===== src/rtl/uart_rx.sv =====
// 8N1 UART receiver with 2-FF input synchronizer and mid-bit sampling.
// Define UART_RX_PARITY_EN for 8E1 framing with a parityErrOUT strobe.
module uart_rx #(
  parameter int unsigned CLKS_PER_BIT = 434
) (
  input  logic       clkIN,
  input  logic       rstIN,
  input  logic       rxIN,
  output logic [7:0] dataOUT,
  output logic       validOUT,
  output logic       frameErrOUT,
  output logic       busyOUT
`ifdef UART_RX_PARITY_EN
  ,
  output logic       parityErrOUT
`endif
);

  localparam logic [15:0] HALF_M1 = 16'(CLKS_PER_BIT / 2 - 1);
  localparam logic [15:0] BIT_M1  = 16'(CLKS_PER_BIT - 1);

  typedef enum logic [2:0] {
    IDLE,
    START,
    DATA,
`ifdef UART_RX_PARITY_EN
    PARITY,
`endif
    STOP,
    WAIT_HIGH
  } state_t;

  state_t      state;
  logic        sync1;
  logic        rx_s;
  logic [15:0] cnt;
  logic [2:0]  idx;
  logic [7:0]  shreg;
`ifdef UART_RX_PARITY_EN
  logic        par_err;
`endif

  always_ff @(posedge clkIN) begin
    if (rstIN) begin
      sync1 <= 1'b1;
      rx_s  <= 1'b1;
    end else begin
      sync1 <= rxIN;
      rx_s  <= sync1;
    end
  end

  always_ff @(posedge clkIN) begin
    if (rstIN) begin
      state        <= IDLE;
      cnt          <= '0;
      idx          <= '0;
      shreg        <= '0;
      dataOUT      <= '0;
      validOUT     <= 1'b0;
      frameErrOUT  <= 1'b0;
`ifdef UART_RX_PARITY_EN
      par_err      <= 1'b0;
      parityErrOUT <= 1'b0;
`endif
    end else begin
      validOUT     <= 1'b0;
      frameErrOUT  <= 1'b0;
`ifdef UART_RX_PARITY_EN
      parityErrOUT <= 1'b0;
`endif
      case (state)
        IDLE: begin
          if (!rx_s) begin
            state <= START;
            cnt   <= '0;
          end
        end
        START: begin
          if (cnt == HALF_M1) begin
            cnt   <= '0;
            idx   <= '0;
            state <= rx_s ? IDLE : DATA;
          end else begin
            cnt <= cnt + 16'd1;
          end
        end
        DATA: begin
          if (cnt == BIT_M1) begin
            cnt   <= '0;
            shreg <= {rx_s, shreg[7:1]};
            idx   <= idx + 3'd1;
            if (idx == 3'd7) begin
`ifdef UART_RX_PARITY_EN
              state <= PARITY;
`else
              state <= STOP;
`endif
            end
          end else begin
            cnt <= cnt + 16'd1;
          end
        end
`ifdef UART_RX_PARITY_EN
        PARITY: begin
          if (cnt == BIT_M1) begin
            cnt     <= '0;
            par_err <= ^{shreg, rx_s};
            state   <= STOP;
          end else begin
            cnt <= cnt + 16'd1;
          end
        end
`endif
        STOP: begin
          if (cnt == BIT_M1) begin
            cnt <= '0;
            // Returning to IDLE at the stop midpoint lets an immediate next start bit through.
            if (rx_s) begin
              dataOUT      <= shreg;
              validOUT     <= 1'b1;
`ifdef UART_RX_PARITY_EN
              parityErrOUT <= par_err;
`endif
              state        <= IDLE;
            end else begin
              frameErrOUT <= 1'b1;
              state       <= WAIT_HIGH;
            end
          end else begin
            cnt <= cnt + 16'd1;
          end
        end
        WAIT_HIGH: begin
          if (rx_s) state <= IDLE;
        end
        default: state <= IDLE;
      endcase
    end
  end

  assign busyOUT = (state != IDLE);

endmodule


===== config.mk =====
export PLATFORM = sky130hd
export DESIGN_NAME = uart_rx
export DESIGN_NICKNAME = d
export VERILOG_FILES = /design/src/rtl/uart_rx.sv
export SDC_FILE = /design/constraint.sdc
export NUM_CORES = 1
export LEC_CHECK = 0
export ABC_AREA = 1
export CORE_MARGIN = 3
export CORE_UTILIZATION = 30
export CTS_BUF_LIST = sky130_fd_sc_hd__clkbuf_8
export CTS_CLUSTER_DIAMETER = 40
export CTS_CLUSTER_SIZE = 24
export DETAILED_ROUTE_END_ITERATION = 8
export PLACE_DENSITY = 0.5
export SKIP_CTS_REPAIR_TIMING = 1
export SYNTH_ARGS = -nofsm -noshare
export SYNTH_HDL_FRONTEND = slang
export SYNTH_SLANG_ARGS = --single-unit

===== constraint.sdc =====
create_clock -name clkIN -period 4.45 [get_ports clkIN]
set_input_delay 0.445 -clock clkIN [delete_from_list [all_inputs] [get_ports clkIN]]
set_output_delay 0.445 -clock clkIN [all_outputs]
set_load 0.01 [all_outputs]

==> results.toml, run 1 <==
[outcome]
outcome = "finished clean"

[global_route]
use_met2 = 0.192
antenna_found_initial = 0
grt_usage = 0.135
use_met1 = 0.196
grt.busiest_layer = "met1"
overflow = 0
grt_pass1_wl_um = 8410
grt_pass1_vias = 1806
met3_usage = 0.0356
grt_max_degree = 25

[worst_setup_path]
reg2reg_slack_ns = 2.55
cp_max_fo = 7
required_ns = 4.01
start_kind = "flip-flop"
arrival_ns = 1.55
r2r.worst_path.cells = 6
critPathCaptureType = "primary output"
reg2reg_to = "cnt[5]"
path_class = "flip-flop to primary output"
r2r_start = "rx_s"

[timing]
rsz0062_at_grt = "false"
whs_ns = 0.421
slew_headroom = 0.578
tightest_slew_ns = 0.633
setup_viol = 0
min_period_ns = 1.99
period_share = 0.448
fmax_mhz = 501
setup_ws_ns = 2.46
finClkSkew_ns = 0.0103
finalHoldViolCount = 0
final_max_slew_viol_count = 0
setup-tns-final_ns = 0

[synth]
synthAdderAreaFrac = 0.0298
syn_area_per_cell_um2 = 7.02
syn_inst = 299
synth-seq-cells = 42
syn_nets = 307
synth-xor-area-share = 0.00835
synth_compound_area_frac = 0.130
synthTopCellsByArea = "dfxtp_1 (40%), nand2_1 (11%), nor2_1 (6.8%)"
yosys-mux-area-fraction = 0
synth_warnings = 0
synthesis.area_um2 = 2100
synth_top_family_by_area = "simple AND/OR/NAND/NOR gates"
synth_top_area_frac = 0.401
seq_area_frac_synth = 0.401
synth.distinct_cells = 30
synthSimpleGateAreaFrac = 0.345
yosysTopAreaCell = "dfxtp_1"

[run]
drv_cap = 0

[final_layout]
syn_to_final_growth_pct = 14.3
final_util = 0.365
drive_gt1_frac = 0.0863
n_fill_cell = 725
final_cell_area_um2 = 2400
multiInputGateArea_um2 = 1080
finalNetCount = 320
seq_area_um2 = 841
diodes = 0

[routing]
wl_um = 4950
dr.first_iter.drc_count = 154
ant_nets = 0
firstDrtPassIters = 4
wl_per_cell_um = 12.2
drc_errors = 0
vias = 1941
avgViaCountPerCell = 4.78

[power_and_ir_drop]
seqPwrFrac = 0.454
netSwitchingPower_w = 0.000351
clkPwrFrac = 0.273
pwr-share-comb = 0.274
power.density_nw_per_um2 = 394
p_sw_frac = 0.372
irDropWorstVdd_mv = 0.192
leakage_nw = 0.905
p_int_w = 0.000593

[clock_network]
clock_path_buffers = 2
htreeDepth = 2
cts.sinks = 42
insertion_delay_ns = 0.30
numCtsBuffers = 5
clkTransAtPathRegs_ns = 0.09
root_buffer = "clkbuf_8"
tritoncts = "built"

[placement]
gp_congestion = 0.876
post_dp_cell_area_um2 = 2310
dp_hpwl_um = 3610
port_buffers = 13
pre_cts_slack_ns = 2.08

[floorplanning]
fp.dieH_um = 89.6
io_pins = 14
row_count = 29
initial_core_util = 0.319
die_area_um2 = 8030
fp.dieW_um = 89.6
fp.coreArea_um2 = 6570

[hold_path]
hold_path_depth = 1
min_from = "sync1"
hold_end = "rx_s"
hold_class = "flip-flop to flip-flop"
==> power groups by stage <==
stage | registers (W) | clock network (W) | logic, W
3_5_place_dp | 0.000436 | 0 | 0.000257
3_3_place_gp | 0.000437 | 0 | 0.000257
2_1_floorplan | 0.000430 | 0 | 0.000202
5_1_grt | 0.000432 | 0.000284 | 0.000297
6_report | 0.000428 | 0.000258 | 0.000258
4_1_cts | 0.000428 | 0.000267 | 0.000259
==> cell usage in the layout (no fill, tap or decap), drive strengths merged, types with 5 or more instances in the layout <==
cell / n
dfxtp: 42
o21ai: 21
nand3: 18
clkbuf: 5
nand4: 10
inv: 38
ha: 5
nand2: 61
clkdlybuf4s50: 13
a21oi: 27
nor2: 45
nor3: 13
==> logic make-up after synthesis <==
kind of cell | count (synthesis)
and+or+nand+nor | 153
buffers and inverters | 45
xor gates and xnor gates | 2
AOI/OAI and AO/OA | 52
adders and majority gates | 5
DFF | 42
==> layer usage <==
layer	vias to the layer above	part of all wire
met5	-	0
met4	0	0.014
met3	8	0.050
met2	48	0.42
met1	883	0.52
li1	1002	-
==> flip-flops by register name (all words and copies together) (netlist names) <==
register     flops
cnt             16
dataOUT          8
shreg            8
idx              3
state            3
frameErrOUT      1
rx_s             1
sync1            1
validOUT         1
==> cells in the mapped netlist <==
cell type	number
nor3b_1	1
buf_2	1
nand2_2	2
o21ai_2	1
nor4_1	2
buf_6	1
nor3_4	1
nor2_2	6
o211ai_1	1
and3_1	1
clkbuf_1	4
a21oi_1	27
xor2_1	2
a31oi_1	1
o21bai_1	2
nor2_1	38
nor2_4	1
nand2_1	59
nand3_2	4
nor3_1	10
dfxtp_1	42
or2_2	2
buf_4	1
nand3_1	14
ha_1	5
inv_1	37
o21ai_0	20
nor3_2	2
nand4_1	10
clkinv_1	1
==> metrics by stage <==
stage	power [W]	cells
6_report	0.000944	406
5_1_grt	0.00101	406
4_1_cts	0.000954	406
3_5_place_dp	0.000693	398
3_3_place_gp	0.000694	398
2_1_floorplan	0.000632	299
==> worst max-delay path, cell delays in order, from the launching register on <==
cell	delay, ns
dfxtp_1	0.53
nor2_2	0.11
nand2_1	0.09
clkdlybuf4s50_1	0.53
==> area by class of cell <==
cell class,count,share of cell area
flip-flops and latches,42,0.351
clock buffers,5,0.0287
repair buffers,13,0.0543
multi-input cells,212,0.449
well taps,93,0.0485
inverters,38,0.0595
clock inverters,3,0.00991
==> worst max path at each step <==
| stage | from | end | slack, ns |
|---|---|---|---|
| floorplan | cnt[0] | shreg[7] | 3.05 |
| global placement | rstIN | cnt[5] | 2.23 |
| detailed placement | rstIN | cnt[5] | 2.08 |
| CTS | rstIN | cnt[5] | 2.41 |
| global route | rstIN | cnt[5] | 2.28 |
| finish | state[2] | busyOUT | 2.46 |
Note: power is estimated with default switching activity, not from simulation.
==> inputs of run 2 (changes only) <==
Clock period 4.45 ns to 1.98 ns, I/O delays scaled along.
==> results.toml, run 2 (same netlist as run 1, synthesis figures left out) <==
[worst_setup_path]
path_class = "flip-flop to flip-flop"
start_kind = "flip-flop"
arrival_ns = 1.95
critPathCaptureType = "flip-flop"
cp_max_fo = 8
required_ns = 2.17

[clock_network]
htreeDepth = 2
numCtsBuffers = 5
tritoncts = "built"
clock_path_buffers = 2
cts.sinks = 42
insertion_delay_ns = 0.29
clkTransAtPathRegs_ns = 0.08
root_buffer = "clkbuf_8"

[floorplanning]
io_pins = 14
die_area_um2 = 8030
initial_core_util = 0.319
row_count = 29
fp.dieH_um = 89.6
fp.dieW_um = 89.6
fp.coreArea_um2 = 6570

[timing]
setup_viol = 0
period_share = 0.891
tightest_slew_ns = 0.472
whs_ns = 0.415
rsz0062_at_grt = "true"
slew_headroom = 0.683
final_max_slew_viol_count = 0
finClkSkew_ns = 0.00678
fmax_mhz = 567
min_period_ns = 1.76
finalHoldViolCount = 0

[final_layout]
largest_reg_flops = 16
diodes = 0
finalNetCount = 325
drive_gt1_frac = 0.0975
final_common_cell = "nand2_1"
syn_to_final_growth_pct = 17.3
final_cell_area_um2 = 2460
layout_common_cells = "nand2_1 (59), dfxtp_1 (42), inv_1 (38), nor2_1 (38), a21oi_1 (27)"
regMostFlops = "cnt"
reg_top3 = "cnt (16), dataOUT (8), shreg (8)"

[routing]
drc_errors = 0
vias = 1889
ant_nets = 0
wl_per_cell_um = 12.1
firstDrtPassIters = 4
wl_um = 4980
dr.first_iter.drc_count = 131
avgViaCountPerCell = 4.60

[global_route]
grt_max_degree = 21
grt_usage = 0.135
overflow = 0
antenna_found_initial = 0
grt_pass1_wl_um = 8350
grt_pass1_vias = 1723

[placement]
post_dp_cell_area_um2 = 2340
gp_congestion = 0.839
port_buffers = 13
dp_hpwl_um = 3600

[power_and_ir_drop]
leakage_nw = 0.944
power.density_nw_per_um2 = 910
irDropWorstVdd_mv = 0.289
total_power_w = 0.00224

[hold_path]
hold_class = "flip-flop to flip-flop"

[outcome]
outcome = "finished clean"

[run]
drv_cap = 0
==> run 2: cell count changes in the layout (fill, tap and decap cells not counted), sizes merged <==
cell / before / now
buf: 0 / 5
bufinv: 0 / 1
clkinvlp: 2 / 1
==> run 2: worst max-delay path, cell delays in order (launching register included) <==
cell	delay [ns]
dfxtp_1	0.50
nand2_1	0.12
inv_1	0.08
nand2_1	0.06
nor2_2	0.21
nand4_1	0.34
o21ai_0	0.28
nor2_1	0.07
==> run 2: stage by stage <==
step           cells  worst slack (ns)  utilization  setup TNS [ns]
3_3_place_gp     403             0.222        0.357               0
3_5_place_dp     403             0.216        0.357               0
6_report         411             0.217        0.375               0
2_1_floorplan    299             0.575            -               0
5_1_grt          411          -0.00344        0.375        -0.00344
4_1_cts          411             0.212        0.374               0
==> run 2: final timing paths <==
kind | startpoint | endpoint | slack, ns | depth (start not counted)
max | cnt[5] | dataOUT[7] | 0.22 | 7
min | sync1 | rx_s | 0.42 | 1
max reg2reg | cnt[5] | dataOUT[7] | 0.22 | 7
min reg2reg | sync1 | rx_s | 0.42 | 1
==> run 2: cell type report <==
type	instances	area (um2)
fillers	700	4110
multi-input cells	212	1080
flip-flops and latches	42	841
repair buffers	18	168
inverters	38	143
well taps	93	116
clock buffers	5	68.8
clock inverters	3	41.3
==> run 2: routing by layer <==
layer	wire length, um	part of all wire	vias to the layer above	global-route usage
met5	0	0	-	0
met1	2670	0.54	834	0.205
met2	2030	0.41	38	0.186
li1	-	-	1015	-
met3	248	0.050	2	0.0338
met4	31	0.0062	0	0.0406
==> run 2: power breakdown <==
part | internal (W) | switching [W]
sequential | 0.000903 | 0.0000549
combinational | 0.000205 | 0.000406
clock | 0.000371 | 0.000300
total | 0.00148 | 0.000762
